==> src/rtl/fp_butterfly_stage.sv <==
// fp_butterfly_stage
// Radix-2 butterfly stage on complex two's complement fixed-point operands.
// Given operand a and the twiddled product p = w*b, it produces
//   x = a + p and y = a - p
// with optional halving (scale) and either saturation or wrap-around
// (sat). Results are buffered in a 2-entry FIFO with valid/ready
// handshakes on both sides, giving one result per cycle at full rate.
//
// Parameters
//   n      total bit width of every component
//   d      fractional bits (no arithmetic effect, kept for consistency)
//   scale  1: halve both results, 0: full-range results
//   sat    1: clamp out-of-range results, 0: wrap modulo 2^n
//
// Ports
//   clk       rising-edge clock
//   reset     synchronous active-high reset
//   recv_val  upstream operands valid
//   recv_rdy  stage can accept operands (registered)
//   ar, ac    operand a, real / imaginary
//   pr, pc    product p, real / imaginary
//   send_val  result at FIFO head valid
//   send_rdy  downstream accepts result
//   xr, xc    x = a + p, real / imaginary
//   yr, yc    y = a - p, real / imaginary
//   ovf       sticky flag, set once any component saturated or wrapped
module fp_butterfly_stage #(
  parameter int n     = 32,
  parameter int d     = 16,
  parameter int scale = 0,
  parameter int sat   = 1
) (
  input  logic         clk,
  input  logic         reset,
  input  logic         recv_val,
  output logic         recv_rdy,
  input  logic [n-1:0] ar,
  input  logic [n-1:0] ac,
  input  logic [n-1:0] pr,
  input  logic [n-1:0] pc,
  output logic         send_val,
  input  logic         send_rdy,
  output logic [n-1:0] xr,
  output logic [n-1:0] xc,
  output logic [n-1:0] yr,
  output logic [n-1:0] yc,
  output logic         ovf
);

  typedef enum logic [1:0] {
    EMPTY = 2'd0,
    ONE   = 2'd1,
    FULL  = 2'd2
  } state_t;

  localparam logic [n-1:0] MaxVal = {1'b0, {(n-1){1'b1}}};
  localparam logic [n-1:0] MinVal = {1'b1, {(n-1){1'b0}}};

  // The fractional point never moves through add/subtract, so d only has
  // to be a sensible position inside the word.
  if (d < 0 || d > n) begin : g_bad_frac
    $error("fp_butterfly_stage: d must lie within 0..n");
  end

  // Reduce an n+1-bit sum/difference to n bits. Returns {overflow, value}.
  // With scaling the halved value always fits: dropping the LSB of the
  // n+1-bit word is exactly the sign-filled shift truncated to n bits.
  function automatic logic [n:0] fit(input logic [n:0] full);
    logic         o;
    logic [n-1:0] v;
    o = 1'b0;
    v = full[n-1:0];
    if (scale != 0) begin
      v = full[n:1];
    end else if (full[n] != full[n-1]) begin
      o = 1'b1;
      if (sat != 0) begin
        v = full[n] ? MinVal : MaxVal;
      end
    end
    return {o, v};
  endfunction

  logic [n:0]     sum_r, sum_c, dif_r, dif_c;
  logic [n:0]     fxr, fxc, fyr, fyc;
  logic           any_ovf;
  logic [4*n-1:0] entry;
  logic [4*n-1:0] mem [2];
  logic           head, tail;
  logic           enq, deq;
  state_t         state, next_state;

  // Sign-extend to n+1 bits so neither sum nor difference can lose its sign.
  always_comb begin
    sum_r   = {ar[n-1], ar} + {pr[n-1], pr};
    sum_c   = {ac[n-1], ac} + {pc[n-1], pc};
    dif_r   = {ar[n-1], ar} - {pr[n-1], pr};
    dif_c   = {ac[n-1], ac} - {pc[n-1], pc};
    fxr     = fit(sum_r);
    fxc     = fit(sum_c);
    fyr     = fit(dif_r);
    fyc     = fit(dif_c);
    any_ovf = fxr[n] | fxc[n] | fyr[n] | fyc[n];
    entry   = {fxr[n-1:0], fxc[n-1:0], fyr[n-1:0], fyc[n-1:0]};
  end

  assign send_val = (state != EMPTY);
  assign enq      = recv_val & recv_rdy;
  assign deq      = send_val & send_rdy;
  assign {xr, xc, yr, yc} = mem[head];

  // FIFO occupancy state register.
  always_ff @(posedge clk) begin
    if (reset) begin
      state <= EMPTY;
    end else begin
      state <= next_state;
    end
  end

  // Occupancy transitions. FULL never sees an enqueue because recv_rdy is
  // low there.
  always_comb begin
    next_state = state;
    case (state)
      EMPTY:   if (enq) next_state = ONE;
      ONE: begin
        if (enq && !deq)      next_state = FULL;
        else if (!enq && deq) next_state = EMPTY;
      end
      FULL:    if (deq) next_state = ONE;
      default: next_state = EMPTY;
    endcase
  end

  // Storage, pointers, registered ready and the sticky overflow flag.
  // recv_rdy is derived from the next state so it is valid one cycle
  // ahead and still comes straight from a flop.
  always_ff @(posedge clk) begin
    if (reset) begin
      mem[0]   <= '0;
      mem[1]   <= '0;
      head     <= 1'b0;
      tail     <= 1'b0;
      recv_rdy <= 1'b1;
      ovf      <= 1'b0;
    end else begin
      if (enq) begin
        mem[tail] <= entry;
        tail      <= ~tail;
      end
      if (deq) begin
        head <= ~head;
      end
      if (enq && any_ovf) begin
        ovf <= 1'b1;
      end
      recv_rdy <= (next_state != FULL);
    end
  end

endmodule

==> config.mk <==
export PLATFORM = sky130hd
export DESIGN_NAME = fp_butterfly_stage
export DESIGN_NICKNAME = d
export VERILOG_FILES = /design/src/rtl/fp_butterfly_stage.sv
export SDC_FILE = /design/constraint.sdc
export NUM_CORES = 1
export LEC_CHECK = 0
export ABC_AREA = 1
export CORE_MARGIN = 1
export CORE_UTILIZATION = 55
export DETAILED_ROUTE_END_ITERATION = 6
export PLACE_DENSITY = 0.9
export SLEW_MARGIN = 10
export SYNTH_ARGS = -nofsm -noshare
export SYNTH_HDL_FRONTEND = slang
export SYNTH_SLANG_ARGS = --single-unit
==> constraint.sdc <==
create_clock -name clk -period 14.75 [get_ports clk]
set_clock_uncertainty 0.1 [all_clocks]
set_input_delay 2.2125 -clock clk [delete_from_list [all_inputs] [get_ports clk]]
set_output_delay 2.2125 -clock clk [all_outputs]
set_load 0.02 [all_outputs]
Word-level counts from Yosys, hierarchy flattened
Memory sizes are Yosys's and may differ from the RTL's. A register that Yosys moved wholly into a read port is not among the register bits. Index checks and enable logic that the tools add are counted.

Flip-flop bits (word level): 6. Latch bits: 0. RAM bits: 256. ROM bits: 0. Input port bits: 132. Output and inout bits: 131. Logic and storage cells: 59. Memories: 1.

Memories: mem (words 2, width 128, read ports 1, clocked after Yosys merged registers in 1, write ports 2, line 88) `logic [4*n-1:0] mem [2];`.

Add/sub/neg operators: 4. Multiply operators: 0. Div/mod/pow operators: 0. Order comparisons: 0. Equality and inequality tests: 7. Shifts and indexed selects: 0. Multiplexer cells: 27. Bitwise gates (word level): 7. Reduce and logical (&&, ||, !) cells: 8.

Operators by type and width (count): 2-to-1 mux 32 bit (8); 2-to-1 mux 128 bit (1); OR reduction 128 bit (1); adder 32 x 32 -> 33 bit (2); subtractor 32 x 32 -> 33 bit (2); 2-to-1 mux 1 bit (13); 2-to-1 mux 2 bit (4); one-hot mux 2 bit (3 select lines) (1); != test 1 bit (4); logical AND 1 bit (3); OR 1 bit (3); bitwise AND 1 bit (2); == test 2 x 1 -> 1 bit, second input constant (1); == test 2 bit, second input constant (1); logical NOT 1 bit (2); logical NOT 2 bit (1); != test 2 bit, second input constant (1); NOT 1 bit (2); nonzero test 2 bit (1).

Longest topological paths before layout
Depth in word-level cells: 7. Mapped depth: 20. Gate-level depth less buffers: 20.

Least setup slack after synthesis
OpenSTA, ideal clock, no wires.

Path type: input port to flip-flop. Start: in recv_val. End: mem mem[1][0] (netlist name), enable pin. Setup time: 1121 ps. Arrival time: 5168 ps. Required time: 13529 ps. Slack: 8361 ps. Cell stages on the path: 6. Buffers on the path: 2. Cell sequence: nand2_1 -> inv_1 -> nand3_1 -> clkbuf_1 -> clkbuf_1 -> nand2_1.

RTL lines: start: declaration (line 35) `input logic recv_val,`; end: declaration (line 88).

==> metrics.md <==
| Metric | Value |
|---|---|
| Fraction of layout cells with a size suffix above 1 | `13.37%` |
| Clock-pin slew on the worst setup and hold paths | `0.06 ns` |
| Clock Sinks | `263` |
| IO Port Bufs | `262` |
| DP Wirelength | `45070 µm` |
| Post-synth cell types | `56` |
| Cell taking the most area after synthesis | `edfxtp_1` |
| CTS max path bufs | `3` |
| Overall die height | `193.5 µm` |
| Setup WS pre-CTS | `8.850 ns` |
| Clock period minus worst slack | `5.745 ns` |
| Placer's final routability congestion estimate | `0.9925` |
| Die area | `37450 µm²` |
| Post-synthesis compound-gate area fraction | `12.29%` |
| CTS resizes | `0` |
| Worst-skew pair later-pin latency | `0.54 ns` |
| Peak supply drop | `102.8 µV` |
| Final Max Tran Viols | `0` |
| Status | `complete, but fails checks` |
| Crit path arrival time | `3.43 ns` |
| FP Rows | `69` |
| Final Hold Fails | `0` |
| Final WS setup | `9.005 ns` |
| F_max | `174.1 MHz` |
| Max-cap violation count | `0` |
| Worst Hold Class | `flop to flop` |
| Final Net Count | `2841` |
| Design Power | `2.451 mW` |
| Syn nets | `2657` |
| Failing checks | `design-rule violations` |
| Post-Synthesis Cells | `2393` |
| Adder-Cell Fraction of Synth Area | `8.335%` |
| DRC errors left | `15` |
| Post-CTS setup buffer count | `0` |
| Gr usage total | `31.37%` |
| Fillers | `2927` |
| Post-CTS Hold Fix Bufs | `0` |
| CTS buffer count | `27` |
| YS warnings | `0` |
| Multi-input gate area | `10580 µm²` |
| H-tree depth | `1` |
| CTS tree | `built` |
| Critical Path RT | `12.44 ns` |
| Sequential element share of the synthesized area | `38.80%` |
| Pin count of the biggest net entering global routing | `89` |
| Routed wire length | `59510 µm` |
| Part of the cycle the worst path needs | `38.95%` |
| Drt first-iter violations | `1760` |
| I/O pin count | `263` |
| FF+latch area | `7831 µm²` |
| RSZ-0062 raised after global routing | `no` |
| Final setup vio count | `0` |
| Die width | `193.5 µm` |
| Drt pass-1 iters | `7` |
| Leak | `10.16 nW` |
| Root buffer cell | `clkbuf_16` |
| Mean Syn Cell Area | `8.431 µm²` |
| Final core occ | `65.64%` |
| Worst path slowest cell | `buf_4` |
| Combinational family with the most area after synthesis | `simple AND/OR/NAND/NOR gates` |
| Worst path max stage delay | `0.97 ns` |
| Synth area leaders | `edfxtp_1, ha_1, nor2_1` |
| Crit path launch type | `flop` |
| Slew HR | `25.95%` |
| Power Density | `104.2 nW/µm²` |
| Post-DP Area | `22730 µm²` |
| #FFs+latches synth | `263` |
| Post-Synthesis Cell Area | `20170 µm²` |
| First-pass GRT wire length | `93250 µm` |
| Simple-gate share of the synthesized area | `20.06%` |
| Top fanout value on the critical path | `76` |
| Area grow syn2layout | `16.58%` |
| Post-synthesis mux area share | `7.145%` |
| Setup TNS | `0 ns` |
| Worst-path cell chain | `buf_4 > mux2_2 > clkdlybuf4s50_1` |
| Kind of critical path | `flop to output pin` |
| XOR/XNOR Fraction of Synth Area | `4.428%` |
| Post-route cell area | `23520 µm²` |
| Worst Tran Pin Value | `1.111 ns` |
| Antenna viol nets, final | `0` |
| Initial Utilization | `56.31%` |
| Synth top area share | `38.10%` |
| GRT overflow | `0` |
| Via density | `5.681` |
| Internal reg-to-reg setup slack | `11.29 ns` |
| Via count | `17360` |
| Antenna violations before repair | `0` |
| Core Area | `35830 µm²` |
| Wirelength per Cell | `19.47 µm` |
| CP endpoint kind | `output pin` |
| Vias in the first global route | `17070` |
| # diodes | `0` |
-- sequential cells by signal, indices dropped and copies added, names as in the netlist, named ones only --
signal	flops
recv_rdy	1
tail	1
ovf	1
state	2
head	1
mem	256
-- metrics by stage --
stage / hold WS (ns) / cells
after floorplan: 0.3475 / 2393
after global placement: 0.3384 / 3009
after detailed placement: 0.3478 / 3009
after CTS: 0.3571 / 3056
after global routing: 0.3752 / 3056
final: 0.3538 / 3056
-- layout by cell type (no fill, tap or decap), types with 11 or more instances in the layout --
cell	instances
nand2_2	30
nand3_1	56
o21bai_1	21
edfxtp_1	256
clkdlybuf4s50_1	262
nand2_1	389
ha_1	128
a21oi_1	177
o21ai_1	11
clkbuf_16	27
a21oi_2	81
nor3_1	20
inv_1	263
o21ai_0	59
mux2_2	128
xor2_1	98
inv_2	22
nor2_2	13
nor2_1	421
-- synthesized netlist by cell type (all sizes together) --
master / n
o21a: 3
o311ai: 1
a21o: 5
a21oi: 259
a31oi: 14
dfxtp: 7
o21ai: 71
nand4: 9
o21bai: 21
nand2: 428
clkinv: 1
mux2: 128
nor3: 22
buf: 69
xnor2: 4
edfxtp: 256
clkbuf: 43
inv: 286
a211oi: 3
and2: 6
and3: 4
nor2: 436
o211ai: 5
o221a: 2
a221oi: 2
a31o: 1
or2: 3
nand3: 59
fa: 4
xor2: 98
o221ai: 1
a21boi: 6
nor4: 8
ha: 128
-- logic make-up (layout without fill, tap and decap cells) --
group | after synthesis | after routing
flops | 263 | 263
simple gates | 975 | 975
compound gates | 394 | 394
xor+xnor | 102 | 102
fa+ha+maj | 132 | 132
mux | 128 | 128
buf+inv | 399 | 601
-- per-layer routing --
| metal | track usage [%] | vias up | wire [µm] |
|---|---|---|---|
| met5 | 0 | - | 0 |
| met4 | 10.79 | 0 | 2027 |
| met3 | 3.469 | 124 | 4484 |
| met2 | 51.37 | 845 | 27640 |
| met1 | 43.20 | 8163 | 25360 |
| li1 | - | 8228 | - |
-- power breakdown --
group          leakage, nW  internal, mW  switching (mW)
clock network        0.391         0.353           0.282
logic                 7.03         0.330           0.571
registers             2.73         0.894          0.0199
total                 10.2          1.58           0.873
-- worst max-delay path: cells and delay by family, from the launching register on --
family	cells	cell delay, ns
DFF	1	0.85
muxes	1	0.45
buffers and inverters	2	1.55
-- final cells by class --
| class | count | area share, % |
|---|---|---|
| multi-input combinational | 1731 | 44.98 |
| sequential | 263 | 33.30 |
| timing repair buffer | 267 | 11.31 |
| inverter | 287 | 4.591 |
| clock buffer | 35 | 3.000 |
| tap | 461 | 2.453 |
| clock inverter | 12 | 0.3724 |
-- path summary, 6_finish.rpt --
check,startpoint,to,depth (start not counted)
hold / removal,ovf,ovf,2
hold reg to reg,ovf,ovf,2
setup reg to reg,recv_rdy,mem[1][7],5
setup / recovery,flop,xr[8],3
Power figures use the tool's default switching activity.
